--- config.mk ---
export PLATFORM = sky130hd
export DESIGN_NAME = not_db
export DESIGN_NICKNAME = d
export VERILOG_FILES = /design/src/rtl/not_db_pkg.sv /design/src/rtl/not_db_sync.sv /design/src/rtl/not_db.sv
export SDC_FILE = /design/constraint.sdc
export NUM_CORES = 1
export LEC_CHECK = 0
export CAP_MARGIN = 20
export CORE_AREA = 2 2 39 41
export DETAILED_ROUTE_END_ITERATION = 10
export DIE_AREA = 0 0 41 43
export GPL_TIMING_DRIVEN = 0
export PLACE_DENSITY_LB_ADDON = 0.25
export SYNTH_ARGS = -nofsm -noshare
export SYNTH_HDL_FRONTEND = slang
export SYNTH_SLANG_ARGS = --single-unit
--- constraint.sdc ---
create_clock -name clk -period 3.64 [get_ports clk]
set_clock_uncertainty 0.15 [all_clocks]
set_input_delay 1.092 -clock clk [delete_from_list [all_inputs] [get_ports clk]]
set_output_delay 1.092 -clock clk [all_outputs]
set_load 0.03 [all_outputs]
--- src/rtl/not_db_pkg.sv ---
`default_nettype none
// ============================================================================
//  Module   : not_db_pkg
//  Purpose  : Shared defaults and helpers for the inverting debouncer
//             (not_db) and its input synchronizer (not_db_sync).
//  Contents : DEF_SYNC_STAGES - default synchronizer depth
//             DEF_DB_CYCLES   - default debounce hold time in clocks
//             cnt_width()     - width of the debounce counter
//  Revision : 1.0  initial release
// ============================================================================
package not_db_pkg;

    localparam int DEF_SYNC_STAGES = 2;
    localparam int DEF_DB_CYCLES   = 4;

    // The counter must be able to hold 0..DB_CYCLES-1; sizing it for
    // DB_CYCLES keeps a width of at least one bit when DB_CYCLES is 1.
    function automatic int cnt_width(input int db_cycles);
        return (db_cycles < 1) ? 1 : $clog2(db_cycles + 1);
    endfunction

endpackage : not_db_pkg
`default_nettype wire

--- src/rtl/not_db_sync.sv ---
`default_nettype none
// ============================================================================
//  Module   : not_db_sync
//  Purpose  : STAGES-deep flop chain bringing an asynchronous level into
//             the clk domain. All stages clear to 0 on reset.
//  Ports    : clk   - clock, rising edge
//             rst_n - asynchronous active-low reset
//             d     - raw asynchronous input
//             q     - synchronized output (last stage)
//  Revision : 1.0  initial release
// ============================================================================
module not_db_sync #(
    parameter int STAGES = 2
) (
    input  logic clk,
    input  logic rst_n,
    input  logic d,
    output logic q
);

    // sync_q[0] is the first (metastability-catching) stage.
    logic [STAGES-1:0] sync_q;
    logic [STAGES-1:0] sync_d;

    always_comb begin
        sync_d = {sync_q[STAGES-2:0], d};
    end

    always_ff @(posedge clk or negedge rst_n) begin
        if (!rst_n) begin
            sync_q <= '0;
        end else begin
            sync_q <= sync_d;
        end
    end

    assign q = sync_q[STAGES-1];

endmodule : not_db_sync
`default_nettype wire

--- src/rtl/not_db.sv ---
`default_nettype none
// ============================================================================
//  Module   : not_db
//  Purpose  : Synchronize and debounce a raw level input, then present its
//             registered inverse together with one-cycle edge pulses.
//  Ports    : clk    - sole clock, rising edge
//             rst_n  - asynchronous active-low reset
//             x      - raw asynchronous level input
//             y      - registered inverse of the debounced level
//             y_rise - one-cycle pulse when y goes 0->1
//             y_fall - one-cycle pulse when y goes 1->0
//  Revision : 1.0  initial release
// ============================================================================
module not_db
    import not_db_pkg::*;
#(
    parameter int SYNC_STAGES = DEF_SYNC_STAGES,
    parameter int DB_CYCLES   = DEF_DB_CYCLES
) (
    input  logic clk,
    input  logic rst_n,
    input  logic x,
    output logic y,
    output logic y_rise,
    output logic y_fall
);

    localparam int               c_cnt_w    = cnt_width(DB_CYCLES);
    localparam logic [c_cnt_w-1:0] c_cnt_last = c_cnt_w'(DB_CYCLES - 1);
    localparam logic [c_cnt_w-1:0] c_cnt_one  = c_cnt_w'(1);

    logic               w_x_sync;

    logic               s_q,      s_d;
    logic [c_cnt_w-1:0] c_q,      c_d;
    logic               y_q,      y_d;
    logic               y_rise_q, y_rise_d;
    logic               y_fall_q, y_fall_d;

    not_db_sync #(
        .STAGES (SYNC_STAGES)
    ) u_sync (
        .clk   (clk),
        .rst_n (rst_n),
        .d     (x),
        .q     (w_x_sync)
    );

    // Counter tracks how many consecutive clocks the synchronized input has
    // disagreed with the stable level. Any agreement restarts the count, so
    // only an uninterrupted run of DB_CYCLES disagreements is accepted. The
    // count stops at DB_CYCLES-1 because acceptance clears it.
    always_comb begin
        s_d = s_q;
        c_d = c_q;
        if (w_x_sync == s_q) begin
            c_d = '0;
        end else if (c_q == c_cnt_last) begin
            s_d = w_x_sync;
            c_d = '0;
        end else begin
            c_d = c_q + c_cnt_one;
        end
    end

    // y is registered from the next stable level so it moves on the same
    // edge as s; the pulses compare that next value with the current y.
    always_comb begin
        y_d      = ~s_d;
        y_rise_d =  y_d & ~y_q;
        y_fall_d = ~y_d &  y_q;
    end

    always_ff @(posedge clk or negedge rst_n) begin
        if (!rst_n) begin
            s_q      <= 1'b0;
            c_q      <= '0;
            y_q      <= 1'b1;
            y_rise_q <= 1'b0;
            y_fall_q <= 1'b0;
        end else begin
            s_q      <= s_d;
            c_q      <= c_d;
            y_q      <= y_d;
            y_rise_q <= y_rise_d;
            y_fall_q <= y_fall_d;
        end
    end

    assign y      = y_q;
    assign y_rise = y_rise_q;
    assign y_fall = y_fall_q;

endmodule : not_db
`default_nettype wire

==> run summary, run 1 <==
syn_nets - 27
cell family with most CP delay - buffers and inverters
Resized Gates After CTS - 0
Post-CTS Hold Fix Bufs - 0
# rows - 14
Reg2Reg Setup Slack - 2.23 ns
core area - 1380 sq um
reg2reg path depth - 4
critical path type - register to output port
post-CTS setup buffers - 0
final instance area - 442 sq um
clk slew on worst S/H paths - 0.06 ns
antenna violations before repair - 0
initial core utilization - 0.249
period utilization - 0.748
status - complete, no violations
PortBufs - 5
unrepaired setup endpoints after global routing - no
share of layout cells above drive strength 1 - 0.250
ant diodes - 0
Max-Cap Viols - 0
Place WS - 1.19 ns
Cell Area, Synth - 344 sq um
Rel. slew slack - 0.733
worst-case clock buffer depth - 2
average size of a mapped cell - 15.0 sq um
Pleak - 0.190 nW
Req. time, crit path - 2.40 ns
Die Area - 1760 sq um
GR Util All Layers - 0.0735
placed inst area - 414 sq um
commonest non-fill, non-tap cell in the layout - dfrtp_1
Hold Crit Start - u_sync.sync_q[0]$_DFF_PN0_
synth warn - 0
DR vias - 206
1st-iter DRT viols - 10
crit path max fanout - 5
Final Power - 0.344 mW
CP max-delay cell - clkdlybuf4s50_1
commonest cells after routing, fill and taps aside - 8 x dfrtp_1, 5 x clkdlybuf4s50_1, 3 x clkbuf_4
min Tclk post-route - 2.72 ns
sink of the worst hold path - u_sync.sync_q[1]$_DFF_PN0_
Hold WC Path Type - register to register
CTS Buf Count - 3
setup ws final - 0.916 ns
DP HPWL - 346 um
crit path buf inv count - 1
Max Slew Vio Count - 0
Fmax - 367 MHz
Final Net Count - 37
wire per inst - 9.40 um
Die Height - 43 um
Final setup viols - 0
via density per instance - 4.29
top post-synthesis cells by area - dfrtp_1 58%, dfstp_2 7.6%, mux2i_1 5.8%
Seq/Total Area, Yosys - 0.658
final hold vios - 0
Pwr Density - 779 nW/um^2
total wire length - 451 um
Syn-to-layout area delta - 28.4%
Cell variety after synth - 13
Yosys reg bits - 9
TritonCTS clock tree - built
Setup crit end kind - output port
ANT nets after route - 0
fin cells - 48
Startpoint Class - register
clk_lat worst skew - 0.26 ns
root buffer cell - clkbuf_4
cells after synthesis - 23
crit path cell chain - clkdlybuf4s50_1
CTS H-tree depth - 1
Peak VDD IR - 0.376 mV
Initial DRT Pass Iterations - 3
Ports - 6
Clock Sink Count - 9
aggregate global routing overflow - 0
final setup TNS - 0 ns
CP max stage delay - 0.67 ns
global-route wire length before repair - 759 um
Worst-Margin Slew - 0.400 ns
number of global-route vias before repair - 189
FF-to-FF Start - c_q[0]$_DFF_PN0_
routability cong. - 0.655
largest net degree at the start of global routing - 10
post-synth top area share - 0.582
hold-critical path depth - 0
Residual DRC - 0
Placed Cells - 44
width of the chip - 41 um
Yosys top cell by area - dfrtp_1
crit path DAT - 1.48 ns
[stage by stage]
step	hold WS [ns]	utilization
6_report	0.204	0.319
5_1_grt	0.220	0.319
4_1_cts	0.208	0.319
3_5_place_dp	0.193	0.299
3_3_place_gp	0.192	0.299
2_1_floorplan	0.181	-
[cells by family (layout without fill, tap and decap cells)]
| group | count (synthesis) | count (layout) | share of synthesized area |
|---|---|---|---|
| xor+xnor | 1 | 1 | 0.0255 |
| buf+inv | 1 | 10 | 0.0327 |
| compound gates | 1 | 1 | 0.0218 |
| flops | 9 | 9 | 0.658 |
| simple gates | 7 | 7 | 0.135 |
| mux | 3 | 3 | 0.0909 |
| fa+ha+maj | 1 | 1 | 0.0364 |
[per-layer routing]
layer / routed length, um / part of all wire / up-vias / global-route usage
met4: 0 / 0 / 0 / 0.0400
met2: 220 / 0.49 / 9 / 0.0969
met3: 48 / 0.11 / 0 / 0.0785
li1: - / - / 97 / -
met1: 181 / 0.40 / 100 / 0.0680
met5: 0 / 0 / - / 0
[area by class of cell]
type	instances	area (sq um)
sequential	9	226
tap	16	20.0
clock inverter	1	5.00
buffer	1	11.3
timing repair buffer	5	50.0
multi-input combinational	13	106
clock buffer	3	22.5
fill	132	942
[synthesized netlist by cell type]
library cell,instances
dfrtp_1,8
mux2i_1,2
nand2_1,2
nor3b_1,2
buf_6,1
dfstp_2,1
ha_1,1
mux2_2,1
nor2b_2,1
nor3_1,1
o31ai_1,1
or4b_1,1
xnor2_1,1
[how the worst max path moves through the flow]
stage	startpoint	to	depth (start not counted)
floorplan	y$_DFF_PN1_	y	0
finish	y$_DFF_PN1_	y	1
detailed placement	y$_DFF_PN1_	y	1
global route	y$_DFF_PN1_	y	1
global placement	y$_DFF_PN1_	y	1
CTS	y$_DFF_PN1_	y	1
[report_power, final]
group	switching, mW	internal (mW)	leakage [nW]	total [mW]
Combinational	0.0582	0.0574	0.0607	0.116
Sequential	0.0198	0.134	0.112	0.154
Clock	0.0344	0.0405	0.0177	0.0749
Total	0.112	0.232	0.190	0.344
Power figures use the tool's default switching activity.
==> run 2, diff against run 1 <==
Clock period 3.64 ns to 2.3 ns, I/O delays scaled along.
==> run summary, run 2 (synthesis results as in run 1) <==
Core Util, Final - 0.318 (-0.000904)
routability cong. - 0.655 (unchanged)
aggregate global routing overflow - 0 (unchanged)
WHS - 0.204 ns (unchanged)
DR vias - 206 (unchanged)
FF-to-FF Start - c_q[0]$_DFF_PN0_
clock share of power - 0.220 (+0.002)
Initial DRT Pass Iterations - 3 (unchanged)
Final setup viols - 0 (unchanged)
reg2reg path depth - 4 (unchanged)
clk_lat worst skew - 0.26 ns (about the same)
number of global-route vias before repair - 189 (unchanged)
Syn-to-layout area delta - 28.0%
ant diodes - 0 (unchanged)
Reg power frac - 0.451 (+0.005)
status - complete, no violations
TritonCTS clock tree - built
crit path cell chain - clkdlybuf4s50_1
Final Net Count - 37 (unchanged)
Worst-Margin Slew - 0.400 ns (unchanged)
CTS Buf Count - 3 (unchanged)
core area - 1380 sq um (unchanged)
CTS H-tree depth - 1 (unchanged)
CP max-delay cell - clkdlybuf4s50_1
largest net degree at the start of global routing - 10 (unchanged)
initial core utilization - 0.249 (unchanged)
Max-Cap Viols - 0 (unchanged)
commonest non-fill, non-tap cell in the layout - dfrtp_1
period utilization - 0.902
Req. time, crit path - 1.46 ns (-0.94 ns)
DP HPWL - 346 um (unchanged)
antenna violations before repair - 0 (unchanged)
Clock Sink Count - 9 (unchanged)
# rows - 14 (unchanged)
Internal Power - 0.360 mW (+56%)
CP Launch Point - y_fall$_DFF_PN0_
crit path buf inv count - 1 (unchanged)
Hold WC Path Type - register to register
critical path depth in cells - 1 (unchanged)
Die Height - 43 um (unchanged)
crit path max fanout - 1 (-4)
Pwr Density - 1220 nW/um^2 (+57%)
worst-case clock buffer depth - 2 (unchanged)
Sw Ratio - 0.330 (+0.00341)
unrepaired setup endpoints after global routing - no
Fmax - 482 MHz
GR Util All Layers - 0.0735 (unchanged)
1st-iter DRT viols - 10 (unchanged)
Startpoint Class - register
global-route wire length before repair - 759 um (unchanged)
ANT nets after route - 0 (unchanged)
Net Sw Power - 0.178 mW (+58%)
CP max stage delay - 0.66 ns (about the same)
cell family with most CP delay - buffers and inverters
wire per inst - 9.40 um (unchanged)
clk slew on worst S/H paths - 0.06 ns (about the same)
combinational power share - 0.329 (-0.007)
total wire length - 451 um (unchanged)
share of layout cells above drive strength 1 - 0.250 (unchanged)
crit path DAT - 1.23 ns (-0.25 ns)
crit path to - y_fall
critical path type - register to output port
final setup TNS - 0 ns (unchanged)
final hold vios - 0 (unchanged)
Residual DRC - 0 (unchanged)
Peak VDD IR - 0.595 mV (+58%)
Die Area - 1760 sq um (unchanged)
via density per instance - 4.29 (unchanged)
root buffer cell - clkbuf_4
width of the chip - 41 um (unchanged)
Rel. slew slack - 0.733 (unchanged)
Ports - 6 (unchanged)
PortBufs - 5 (unchanged)
commonest cells after routing, fill and taps aside - 8 x dfrtp_1, 4 x clkdlybuf4s50_1, 3 x clkbuf_4
min Tclk post-route - 2.07 ns
Pleak - 0.191 nW (+0.34%)
Reg2Reg Setup Slack - 0.89 ns (-1.34 ns)
Max Slew Vio Count - 0 (unchanged)
Post-CTS Hold Fix Bufs - 0 (unchanged)
Setup crit end kind - output port
run 2: changes by cell type in the layout (fill, tap and decap cells not counted), sizes merged:
cell,previous run,this run
clkdlybuf4s50,5,4
dlygate4sd2,0,1
run 2: power groups by stage:
stage	Combinational, mW	Clock (mW)	Sequential [mW]
2_1_floorplan	0.0784	0	0.288
3_3_place_gp	0.181	0	0.245
3_5_place_dp	0.186	0	0.246
4_1_cts	0.181	0.126	0.243
6_report	0.177	0.118	0.243
5_1_grt	0.192	0.134	0.254
run 2: layer usage:
metal	track usage	vias up	part of all wire
li1	-	97	-
met1	0.0680	100	0.40
met2	0.0969	9	0.49
met3	0.0785	0	0.11
met4	0.0400	0	0
met5	0	-	0
run 2: stage by stage:
step / cells / setup WS, ns / area, sq um / power, mW
after detailed placement: 44 / 0.252 / 414 / 0.433
after CTS: 48 / 0.212 / 440 / 0.550
after floorplan: 23 / 0.840 / 344 / 0.366
after global routing: 48 / 0.172 / 440 / 0.580
final: 48 / 0.226 / 440 / 0.538
after global placement: 44 / 0.249 / 414 / 0.426
run 2: repair_timing:
item / in CTS / in global routing
buffers inserted: 0 / 0
endpoints found under the setup margin: 1 / 0
gates resized for setup: 1 / 0
run 2: worst min path at each step:
stage	start	end	slack, ns	cells after the start
after floorplan	u_sync.sync_q[0]$_DFF_PN0_	u_sync.sync_q[1]$_DFF_PN0_	0.18	0
after global placement	u_sync.sync_q[0]$_DFF_PN0_	u_sync.sync_q[1]$_DFF_PN0_	0.19	0
after detailed placement	u_sync.sync_q[0]$_DFF_PN0_	u_sync.sync_q[1]$_DFF_PN0_	0.19	0
after CTS	u_sync.sync_q[0]$_DFF_PN0_	u_sync.sync_q[1]$_DFF_PN0_	0.21	0
after global routing	u_sync.sync_q[0]$_DFF_PN0_	u_sync.sync_q[1]$_DFF_PN0_	0.22	0
final	u_sync.sync_q[0]$_DFF_PN0_	u_sync.sync_q[1]$_DFF_PN0_	0.20	0
run 2: final cells by class:
class	instances	area [sq um]
buffer	1	11.3
clock buffer	3	22.5
clock inverter	1	5.00
fill	133	943
multi-input combinational	13	106
sequential	9	226
tap	16	20.0
timing repair buffer	5	48.8
==> run 3, diff against run 2 <==
Settings changed: SKIP_CTS_REPAIR_TIMING set to 1.
==> run summary, run 3 (synthesis results as in run 1) <==
CP Launch Point - y_fall$_DFF_PN0_
Hold Crit Start - u_sync.sync_q[0]$_DFF_PN0_
clk slew on worst S/H paths - 0.06 ns (about the same)
Met3 Wirelength - 48 um (unchanged)
Max Slew Vio Count - 0 (unchanged)
Hold WC Path Type - register to register
Peak VDD IR - 0.595 mV (about the same)
setup ws final - 0.226 ns (-0.0000830 ns)
DP HPWL - 346 um (unchanged)
TritonCTS clock tree - built
antenna violations before repair - 0 (unchanged)
Final Net Count - 37 (unchanged)
width of the chip - 41 um (unchanged)
Ports - 6 (unchanged)
Max-Cap Viols - 0 (unchanged)
Pwr Density - 1220 nW/um^2 (about the same)
routability cong. - 0.655 (unchanged)
Core Util, Final - 0.321 (+0.00271)
global-route wire length before repair - 759 um (unchanged)
CP max-delay cell - clkdlybuf4s50_1
final setup TNS - 0 ns (unchanged)
share of layout cells above drive strength 1 - 0.250 (unchanged)
fill cell count - 133 (unchanged)
commonest cells after routing, fill and taps aside - 8 x dfrtp_1, 4 x clkdlybuf4s50_1, 3 x clkbuf_4
number of global-route vias before repair - 189 (unchanged)
total wire length - 455 um (+0.89%)
worst-case clock buffer depth - 2 (unchanged)
initial core utilization - 0.249 (unchanged)
crit path DAT - 1.23 ns (about the same)
root buffer cell - clkbuf_4
Setup crit end kind - output port
largest net degree at the start of global routing - 10 (unchanged)
Rel. slew slack - 0.733 (about the same)
# rows - 14 (unchanged)
PortBufs - 5 (unchanged)
final instance area - 444 sq um (+0.85%)
wire length on met1 - 181 um (unchanged)
Place WS - 0.252 ns (unchanged)
period utilization - 0.902 (about the same)
Startpoint Class - register
Pleak - 0.197 nW (+3.5%)
CP max stage delay - 0.66 ns (about the same)
Fmax - 482 MHz (about the same)
via density per instance - 4.35 (+1.5%)
clk_lat worst skew - 0.26 ns (about the same)
ant diodes - 0 (unchanged)
commonest non-fill, non-tap cell in the layout - dfrtp_1
core area - 1380 sq um (unchanged)
Die Height - 43 um (unchanged)
Req. time, crit path - 1.46 ns (about the same)
Worst-Margin Slew - 0.400 ns (+0.000121 ns)
FF-to-FF Start - c_q[0]$_DFF_PN0_
status - complete, no violations
1st-iter DRT viols - 8 (-2)
min Tclk post-route - 2.07 ns (+0.0000830 ns)
Top Metal Used - met3
Syn-to-layout area delta - 29.1%
crit path buf inv count - 1 (unchanged)
crit path max fanout - 1 (unchanged)
ANT nets after route - 0 (unchanged)
unrepaired setup endpoints after global routing - no
crit path cell chain - clkdlybuf4s50_1
Residual DRC - 0 (unchanged)
aggregate global routing overflow - 0 (unchanged)
CTS Buf Count - 3 (unchanged)
DR vias - 209 (+1.5%)
final hold vios - 0 (unchanged)
Clock Sink Count - 9 (unchanged)
Initial DRT Pass Iterations - 3 (unchanged)
GR Util All Layers - 0.0735 (unchanged)
Die Area - 1760 sq um (unchanged)
routed wl met2 - 224 um (+1.8%)
cell family with most CP delay - buffers and inverters
critical path type - register to output port
CTS H-tree depth - 1 (unchanged)
Final setup viols - 0 (unchanged)
placed inst area - 414 sq um (unchanged)
wire per inst - 9.48 um (+0.89%)
==> run 3: cell types whose count changed in the layout (fill, tap and decap cells not counted) <==
cell	previous run	this run
dlymetal6s2s_1	0	1
dlygate4sd2_1	1	0
==> run 3: path summary, 6_finish.rpt <==
check	endpoint	slack (ns)	cells after the start
max	y_fall	0.23	1
min	u_sync.sync_q[1]$_DFF_PN0_	0.20	0
max reg2reg	register	0.89	4
min reg2reg	u_sync.sync_q[1]$_DFF_PN0_	0.20	0
max in group asynchronous	y$_DFF_PN1_	1.11	1
min in group asynchronous	c_q[1]$_DFF_PN0_	0.57	1
==> run 3: routing by layer <==
layer	GRT usage	vias up
met2	0.0969	9
met5	0	-
met4	0.0400	0
met1	0.0680	103
li1	-	97
met3	0.0785	0
==> run 3: metrics by stage <==
step,cells,total power [mW],hold WS (ns)
after floorplan,23,0.366,0.181
after global placement,44,0.426,0.192
after detailed placement,44,0.433,0.193
after CTS,48,0.556,0.208
after global routing,48,0.585,0.220
final,48,0.543,0.204
==> run 3: cell type report <==
| class | count | area, sq um | share of cell area |
|---|---|---|---|
| multi-input cells | 13 | 106 | 0.239 |
| flip-flops and latches | 9 | 226 | 0.510 |
| well taps | 16 | 20.0 | 0.0451 |
| repair buffers | 5 | 52.6 | 0.118 |
| plain buffers | 1 | 11.3 | 0.0254 |
| clock buffers | 3 | 22.5 | 0.0507 |
| clock inverters | 1 | 5.00 | 0.0113 |
==> run 3: power breakdown <==
| part | total, mW | switching (mW) | internal, mW |
|---|---|---|---|
| clock | 0.119 | 0.0545 | 0.0640 |
| sequential | 0.243 | 0.0313 | 0.212 |
| combinational | 0.181 | 0.0921 | 0.0894 |
| total | 0.543 | 0.178 | 0.365 |
